$ cat config.mk
export PLATFORM = sky130hd
export DESIGN_NAME = pipe_skid_buf
export DESIGN_NICKNAME = d
export VERILOG_FILES = /design/src/rtl/npc_pipe_pkg.sv /design/src/rtl/ff_d_sr.sv /design/src/rtl/pipe_skid_buf.sv
export SDC_FILE = /design/constraint.sdc
export NUM_CORES = 1
export LEC_CHECK = 0
export ABC_AREA = 1
export CORE_MARGIN = 2
export CORE_UTILIZATION = 50
export DETAILED_ROUTE_END_ITERATION = 8
export HOLD_SLACK_MARGIN = 0.02
export PLACE_DENSITY = 0.79
export SYNTH_ARGS = -nofsm -noshare
export SYNTH_HDL_FRONTEND = slang
export SYNTH_SLANG_ARGS = --single-unit
$ cat constraint.sdc
create_clock -name clk -period 2.6 [get_ports clk]
set_clock_uncertainty 0.2 [all_clocks]
set_input_delay 0.26 -clock clk [delete_from_list [all_inputs] [get_ports clk]]
set_output_delay 0.26 -clock clk [all_outputs]
set_load 0.03 [all_outputs]
$ cat src/rtl/npc_pipe_pkg.sv
// Shared definitions for pipeline stage buffers: skid-buffer state encoding
// and the valid/ready handshake helper reused by every stage buffer.
// No ports; imported with `import npc_pipe_pkg::*;`.
package npc_pipe_pkg;

  localparam logic [1:0] SKID_EMPTY = 2'd0;
  localparam logic [1:0] SKID_BUSY  = 2'd1;
  localparam logic [1:0] SKID_FULL  = 2'd2;

  // The fourth code (2'd3) is unreachable in normal operation and is
  // steered back to EMPTY by the next-state logic.
  typedef enum logic [1:0] {
    ST_EMPTY = SKID_EMPTY,
    ST_BUSY  = SKID_BUSY,
    ST_FULL  = SKID_FULL
  } skid_state_t;

  // A transfer happens only on the cycle both sides agree.
  function automatic logic hs_fire(input logic valid, input logic ready);
    return valid & ready;
  endfunction

endpackage

$ cat src/rtl/ff_d_sr.sv
// Purpose: enabled data register with synchronous active-high reset.
// Latency: 1 cycle (data_in visible on data_out after the edge with wen=1).
// Backpressure: none; holds its value while wen=0.
// Ports: clk, rst (sync, active-high), wen (write enable),
//        data_in / data_out (DATA_LEN bits).
module ff_d_sr #(
  parameter int                  DATA_LEN = 32,
  parameter logic [DATA_LEN-1:0] RST_DATA = '0
) (
  input  logic                clk,
  input  logic                rst,
  input  logic                wen,
  input  logic [DATA_LEN-1:0] data_in,
  output logic [DATA_LEN-1:0] data_out
);

  always_ff @(posedge clk) begin
    if (rst) begin
      data_out <= RST_DATA;
    end else if (wen) begin
      data_out <= data_in;
    end
  end

endmodule

$ cat src/rtl/pipe_skid_buf.sv
// Purpose: 2-entry skid buffer between a producer stage and a consumer that may stall.
// Latency: 1 cycle from in_fire to out_valid; sustains 1 entry/cycle with out_ready=1.
// Backpressure: in_ready is decoded from registered state only (low only when both
//   entries are held), so no combinational path exists from out_ready to in_ready.
// Ports: clk, rst (sync, active-high), flush (drop all entries),
//        in_valid/in_ready/in_data (producer side),
//        out_valid/out_ready/out_data (consumer side; out_data comes straight from main).
module pipe_skid_buf
  import npc_pipe_pkg::*;
#(
  parameter int                  DATA_LEN = 32,
  parameter logic [DATA_LEN-1:0] RST_DATA = '0
) (
  input  logic                clk,
  input  logic                rst,
  input  logic                flush,
  input  logic                in_valid,
  output logic                in_ready,
  input  logic [DATA_LEN-1:0] in_data,
  output logic                out_valid,
  input  logic                out_ready,
  output logic [DATA_LEN-1:0] out_data
);

  skid_state_t         state_q;
  skid_state_t         state_d;
  logic                in_fire;
  logic                out_fire;
  logic                main_wen;
  logic                main_from_skid;
  logic                skid_wen;
  logic [DATA_LEN-1:0] main_din;
  logic [DATA_LEN-1:0] skid_q;

  assign out_valid = (state_q == ST_BUSY) || (state_q == ST_FULL);
  assign in_ready  = (state_q != ST_FULL);
  assign in_fire   = hs_fire(in_valid, in_ready);
  assign out_fire  = hs_fire(out_valid, out_ready);

  always_ff @(posedge clk) begin
    if (rst) begin
      state_q <= ST_EMPTY;
    end else begin
      state_q <= state_d;
    end
  end

  always_comb begin
    state_d        = state_q;
    main_wen       = 1'b0;
    main_from_skid = 1'b0;
    skid_wen       = 1'b0;
    if (flush) begin
      // Redirect: everything buffered or arriving this cycle is discarded;
      // data registers are left alone since they are don't-care when EMPTY.
      state_d = ST_EMPTY;
    end else begin
      case (state_q)
        ST_EMPTY: begin
          if (in_fire) begin
            state_d  = ST_BUSY;
            main_wen = 1'b1;
          end
        end
        ST_BUSY: begin
          if (in_fire && out_fire) begin
            main_wen = 1'b1;
          end else if (in_fire) begin
            // Consumer stalled: park the new entry in skid, head stays put.
            state_d  = ST_FULL;
            skid_wen = 1'b1;
          end else if (out_fire) begin
            state_d = ST_EMPTY;
          end
        end
        ST_FULL: begin
          // in_ready is low here, so only the head can move.
          if (out_fire) begin
            state_d        = ST_BUSY;
            main_wen       = 1'b1;
            main_from_skid = 1'b1;
          end
        end
        default: state_d = ST_EMPTY;
      endcase
    end
  end

  assign main_din = main_from_skid ? skid_q : in_data;

  ff_d_sr #(.DATA_LEN(DATA_LEN), .RST_DATA(RST_DATA)) main_data (
    .clk      (clk),
    .rst      (rst),
    .wen      (main_wen),
    .data_in  (main_din),
    .data_out (out_data)
  );

  ff_d_sr #(.DATA_LEN(DATA_LEN), .RST_DATA(RST_DATA)) skid_data (
    .clk      (clk),
    .rst      (rst),
    .wen      (skid_wen),
    .data_in  (in_data),
    .data_out (skid_q)
  );

endmodule

==> results of run 1 <==
layout by cell type (no fill, tap or decap), types with 2 or more instances in the layout:
| master | count |
|---|---|
| a21oi_1 | 33 |
| clkbuf_1 | 2 |
| inv_2 | 3 |
| nor2_1 | 103 |
| nand4_1 | 32 |
| ha_1 | 4 |
| dfxtp_1 | 66 |
| clkbuf_8 | 13 |
| o21ai_1 | 5 |
| nand2_4 | 2 |
| buf_4 | 8 |
| nand2_1 | 109 |
| nand3_1 | 33 |
| o21ai_0 | 27 |
| buf_12 | 2 |
| clkdlybuf4s50_1 | 70 |
| inv_1 | 35 |
per-stage QoR:
stage | cells | utilization [%] | setup slack, ps
after floorplan | 497 | - | 674
after detailed placement | 616 | 62.7 | 320
after CTS | 632 | 66.1 | 276
final | 632 | 66.1 | 290
after global placement | 616 | 62.7 | 357
after global routing | 632 | 66.1 | 201
power by group through the flow:
stage                     sequential, mW  clock [mW]  combinational (mW)
after floorplan                     1.22           0               0.280
after global placement              1.13           0               0.568
after detailed placement            1.13           0               0.574
after CTS                           1.11       0.946               0.575
after global routing                1.12       0.986               0.631
final                               1.11       0.936               0.576
cells by family (layout without fill, tap and decap cells):
| kind of cell | after synthesis | in the layout | synth area share (%) |
|---|---|---|---|
| and+or+nand+nor | 284 | 284 | 37.3 |
| AOI/OAI and AO/OA | 65 | 65 | 9.87 |
| adders and majority gates | 4 | 4 | 1.52 |
| DFF | 66 | 66 | 40.1 |
| buffers and inverters | 78 | 136 | 11.2 |
flip-flops by register name, indices dropped and copies added (netlist names):
signal	cells
state_q	2
main_data.data_out	32
skid_data.data_out	32
layout make-up:
cell class	count	area (um^2)
timing repair buffer	80	801
tap	77	96.3
inverter	40	153
sequential	66	1320
fill	572	2150
clock inverter	1	30.0
clock buffer	15	186
multi-input combinational	353	1610
metal layers:
layer,vias up,track usage (%),wire length [um]
met2,118,38.6,3890
met3,13,3.89,502
met4,0,7.79,104
li1,1701,-,-
met1,1532,31.7,3720
met5,-,0,0
worst reg2reg max path, delay by kind of cell (launching register included):
kind          cells  cell delay (ps)
buf+inv           2              150
simple gates      6             1060
fa+ha+maj         1              300
flops             1              330
how the worst min path moves through the flow:
stage / from / endpoint / slack [ps] / cells after the start
3_5_place_dp: main_data.data_out[11] / main_data.data_out[11] / 270 / 2
3_3_place_gp: main_data.data_out[30] / main_data.data_out[30] / 260 / 2
4_1_cts: main_data.data_out[31] / main_data.data_out[31] / 290 / 2
6_report: main_data.data_out[11] / main_data.data_out[11] / 280 / 2
2_1_floorplan: in_data[0] / skid_data.data_out[0] / 190 / 2
5_1_grt: main_data.data_out[11] / main_data.data_out[11] / 310 / 2
==> reports/summary.txt, run 1 <==
crit path DAT = 1850 ps
Hold Violations, Final = 0
GPL Wtd Cong = 0.879
Post-synth top flop = dfxtp_1
Yosys top cell area share = 40.1%
count of cell types in the netlist = 23
RSZ-0062 raised after global routing = false
H-tree levels = 3
cell count after synthesis = 497
Yosys reg bits = 66
post-CTS sizing = 0
CTS tree = done
sw frac = 29.1%
FP Rows = 29
die width = 85.2 um
r2r worst-path depth = 9
final WL = 8.22 mm
Via-to-Cell Ratio = 5.32
most area-hungry cell type in the Yosys netlist = dfxtp_1
Post-synth EDFFs = 0
Crit Path Category = flip-flop to output port
drt wl/cell = 13.0 um
slowest CP cell = clkdlybuf4s50_1
Fmax = 433 MHz
maximum fanout along the worst path = 5
run status = completed
family with the most delay on the worst path = buffers and inverters
layout cells sized above 1 = 6.13%
hold_ws = 280 ps
# setup viols final = 0
worst skew pair latency = 340 ps
min Tclk post-route = 2310 ps
clock power share = 35.7%
CP Cell Sequence = inv_1, ha_1, inv_4, clkdlybuf4s50_1
average cell area after synthesis = 6.63 um^2
die area = 7250 um^2
1st-pass router iterations = 5
synth top area cells = dfxtp_1 40%, nand2_1 12%, nor2_1 12%
PwrDens = 625 nW/um^2
maximum vdd drop = 0.000447 V
Critical path destination = in_ready
DRT antenna net count = 0
combinational power share = 22.0%
relative slew slack = 55.5%
total number of vias = 3364
r2r startpoint = state_q[0]
Leak = 1.98 nW
# diodes = 0
buffers plus inverters on the worst setup path = 3
Worst-Margin Slew = 667 ps
Root Buffer = clkbuf_8
syn nets = 538
initial antenna violation count = 0
grt ovf = 0
Max-cap violations = 0
clock slew seen by the registers of the worst setup and hold paths = 70 ps
overall power = 2.62 mW
asr flop ratio synth = 0%
register area share after synthesis = 40.1%
Startpoint Class = flip-flop
# clock sinks = 66
design area = 4200 um^2
CP peak stage delay = 670 ps
Hold-fix buffers, CTS = 0
Max Root-Sink Buffers = 2
Seq pwr share = 42.3%
setup bufs post-CTS = 0
Remaining DRCs = 0
Internal = 1.86 mW
Initial Utilization = 51.9%
crit path capture type = output port
Max Slew Vio Count = 0
first-pass GRT wire length = 14.0 mm
most numerous cell in the Yosys netlist = nand2_1
Sw Pwr = 0.763 mW
IO Count = 71
area grow syn2layout = 27.4%
Crit path depth = 4
Critical Path Start = state_q[0]
register-to-register setup slack = 470 ps
setup TNS = 0 ps
RR Endpoint = main_data.data_out[29]
vias in the first global route = 3086
Die H = 85.2 um
Cell Area, Placed = 3980 um^2
Worst Path Required = 2140 ps
HP Class = flip-flop to flip-flop
most common library cells after synthesis = 109 x nand2_1, 104 x nor2_1, 66 x dfxtp_1
warnings from Yosys = 0
final net count = 591
Syn Std Cell Area = 3290 um^2
largest net degree at the start of global routing = 65
fin crit share = 88.8%
DR iter-0 viols = 337
total track usage = 23.6%
Num CTS Buffers = 9
PortBufs = 70
Core Area = 6350 um^2
DPL Wire Length = 5.13 mm
Note: power is estimated with default switching activity, not from simulation.
==> run 2: changes to the inputs <==
--- a/config.mk
+++ b/config.mk
@@ -6,6 +6,7 @@
 export NUM_CORES = 1
 export LEC_CHECK = 0
 export ABC_AREA = 1
+export CAP_MARGIN = 5
 export CORE_MARGIN = 2
 export CORE_UTILIZATION = 50
 export DETAILED_ROUTE_END_ITERATION = 8
==> results of run 2 <==
Same layout as run 1: the final DEF is identical, and so are final timing and power.
==> run 3: changes to the inputs <==
==> constraint.sdc (replaced) <==
create_clock -name clk -period 2.8 [get_ports clk]
set_clock_uncertainty 0.2 [all_clocks]
set_input_delay 0.28 -clock clk [delete_from_list [all_inputs] [get_ports clk]]
set_output_delay 0.28 -clock clk [all_outputs]
set_load 0.03 [all_outputs]
==> run 3 against run 2 <==
  * Combinational power down 9.2%
  * Flip-flop and latch count did not move
  * Cell count is 0.63% lower
  * Via count grew 1.1%
  * Routed wire length grew 0.61%
==> reports/summary.txt, run 3 (synthesis results as in run 1) <==
layout cells sized above 1 = 5.63% (was 6.13%)
GPL Wtd Cong = 0.846 (was 0.879)
IO Count = 71 (unchanged)
Fmax = 424 MHz
setup bufs post-CTS = 0 (unchanged)
DRT antenna net count = 0 (unchanged)
Initial Utilization = 51.9% (unchanged)
# setup viols final = 0 (unchanged)
Die H = 85.2 um (unchanged)
GRT met3 Usage = 3.40% (was 3.89%)
HP Class = flip-flop to flip-flop (unchanged)
Worst Path Required = 2320 ps (was 2140 ps)
design area = 4150 um^2 (was 4200 um^2)
Hold Violations, Final = 0 (unchanged)
most crowded layer after global routing = met2 (unchanged)
maximum vdd drop = 0.000318 V (was 0.000447 V)
r2r startpoint = state_q[0] (unchanged)
Worst-Margin Slew = 684 ps (was 667 ps)
setup TNS = 0 ps (unchanged)
drt wl/cell = 13.2 um (was 13.0 um)
die area = 7250 um^2 (unchanged)
die width = 85.2 um (unchanged)
fin crit share = 84.2%
PwrDens = 573 nW/um^2 (was 625 nW/um^2)
crit path DAT = 1880 ps (was 1850 ps)
run status = completed (unchanged)
buffers plus inverters on the worst setup path = 3 (unchanged)
Critical path destination = in_ready (unchanged)
family with the most delay on the worst path = buffers and inverters (unchanged)
relative slew slack = 54.3% (was 55.5%)
post-CTS sizing = 0 (unchanged)
Via-to-Cell Ratio = 5.41 (was 5.32)
first-pass GRT wire length = 14.1 mm (was 14.0 mm)
min Tclk post-route = 2360 ps
Num CTS Buffers = 9 (unchanged)
met2 Use GR = 37.1% (was 38.6%)
maximum fanout along the worst path = 5 (unchanged)
met1 Usage GRT = 33.7% (was 31.7%)
Hold-fix buffers, CTS = 0 (unchanged)
slowest CP cell = clkdlybuf4s50_1 (unchanged)
DR iter-0 viols = 261 (was 337)
most common cell after layout, fill and taps aside = nand2_1 (unchanged)
DPL Wire Length = 5.18 mm (was 5.13 mm)
final net count = 588 (was 591)
PortBufs = 70 (unchanged)
1st-pass router iterations = 5 (unchanged)
Cell Area, Placed = 3950 um^2 (was 3980 um^2)
r2r worst-path depth = 8 (was 9)
largest net degree at the start of global routing = 65 (unchanged)
Crit Path Category = flip-flop to output port (unchanged)
grt ovf = 0 (unchanged)
Max Slew Vio Count = 0 (unchanged)
worst skew pair latency = 330 ps (was 340 ps)
register-to-register setup slack = 550 ps (was 470 ps)
Core Area = 6350 um^2 (unchanged)
H-tree levels = 3 (unchanged)
initial antenna violation count = 0 (unchanged)
Crit path depth = 4 (unchanged)
Max Root-Sink Buffers = 2 (unchanged)
CTS tree = done (unchanged)
Remaining DRCs = 0 (unchanged)
FP Rows = 29 (unchanged)
Critical Path Start = state_q[0] (unchanged)
Startpoint Class = flip-flop (unchanged)
clock slew seen by the registers of the worst setup and hold paths = 70 ps (about the same)
# clock sinks = 66 (unchanged)
area grow syn2layout = 26.0% (was 27.4%)
crit path capture type = output port (unchanged)
largest registers = main_data.data_out x32, skid_data.data_out x32, state_q x2 (unchanged)
RSZ-0062 raised after global routing = false (unchanged)
CP Cell Sequence = inv_1, ha_1, inv_4, clkdlybuf4s50_1 (unchanged)
Max-cap violations = 0 (unchanged)
post-place setup slack = 253 ps (was 320 ps)
RR Endpoint = main_data.data_out[19] (was main_data.data_out[29])
commonest cells after routing, fill and taps aside = 109 x nand2_1, 103 x nor2_1, 70 x clkdlybuf4s50_1 (unchanged)
total track usage = 23.6% (about the same)
final worst slack = 442 ps (was 290 ps)
final WL = 8.27 mm (was 8.22 mm)
Root Buffer = clkbuf_8 (unchanged)
# diodes = 0 (unchanged)
Leak = 1.96 nW (was 1.98 nW)
vias in the first global route = 3052 (was 3086)
Core Util, Final = 65.4% (was 66.1%)
CP peak stage delay = 670 ps (about the same)
total number of vias = 3400 (was 3364)
-- run 3: cell count changes in the layout (fill, tap and decap cells not counted) --
cell      before  now
buf_12         2    1
buf_4          8    6
clkbuf_1       2    1
clkbuf_8      13   12
clkinv_2       0    1
-- run 3: through the flow --
stage	hold slack, ps	instances	power [mW]
floorplan	215	497	1.39
finish	279	628	2.38
detailed placement	269	613	1.57
CTS	286	628	2.39
global route	309	628	2.49
global placement	259	613	1.57
-- run 3: worst min-delay path by stage --
stage                                      start                     end  slack [ps]  depth (start not counted)
after floorplan                       in_data[0]   skid_data.data_out[0]         210                          2
after global placement    main_data.data_out[30]  main_data.data_out[30]         260                          2
after detailed placement   main_data.data_out[0]   main_data.data_out[0]         270                          2
after CTS                  main_data.data_out[6]   main_data.data_out[6]         290                          2
after global routing      main_data.data_out[12]  main_data.data_out[12]         310                          2
final                      main_data.data_out[0]   main_data.data_out[0]         280                          2
-- run 3: worst register-to-register path, cell delays in order, from the launching register on --
cell and delay [ps]:
dfxtp_1 370, inv_1 90, ha_1 300, nor2_1 170
nand3b_1 160, nand2_4 530, nand3_1 190, nand2_1 90
nor2_1 40
-- run 3: area by class of cell --
class / count / area [um^2]
fill: 552 / 2200
multi-input combinational: 353 / 1610
sequential: 66 / 1320
clock inverter: 2 / 35.0
timing repair buffer: 77 / 766
clock buffer: 13 / 169
tap: 77 / 96.3
inverter: 40 / 153
-- run 3: power breakdown --
group	total (mW)	internal (mW)	switching, mW
registers	1.03	0.999	0.0322
clock network	0.824	0.479	0.346
logic	0.523	0.207	0.316
-- run 3: routing by layer --
layer	up-vias	wire, um
met3	14	550
met2	137	3950
met5	-	0
met1	1556	3650
li1	1693	-
met4	0	110
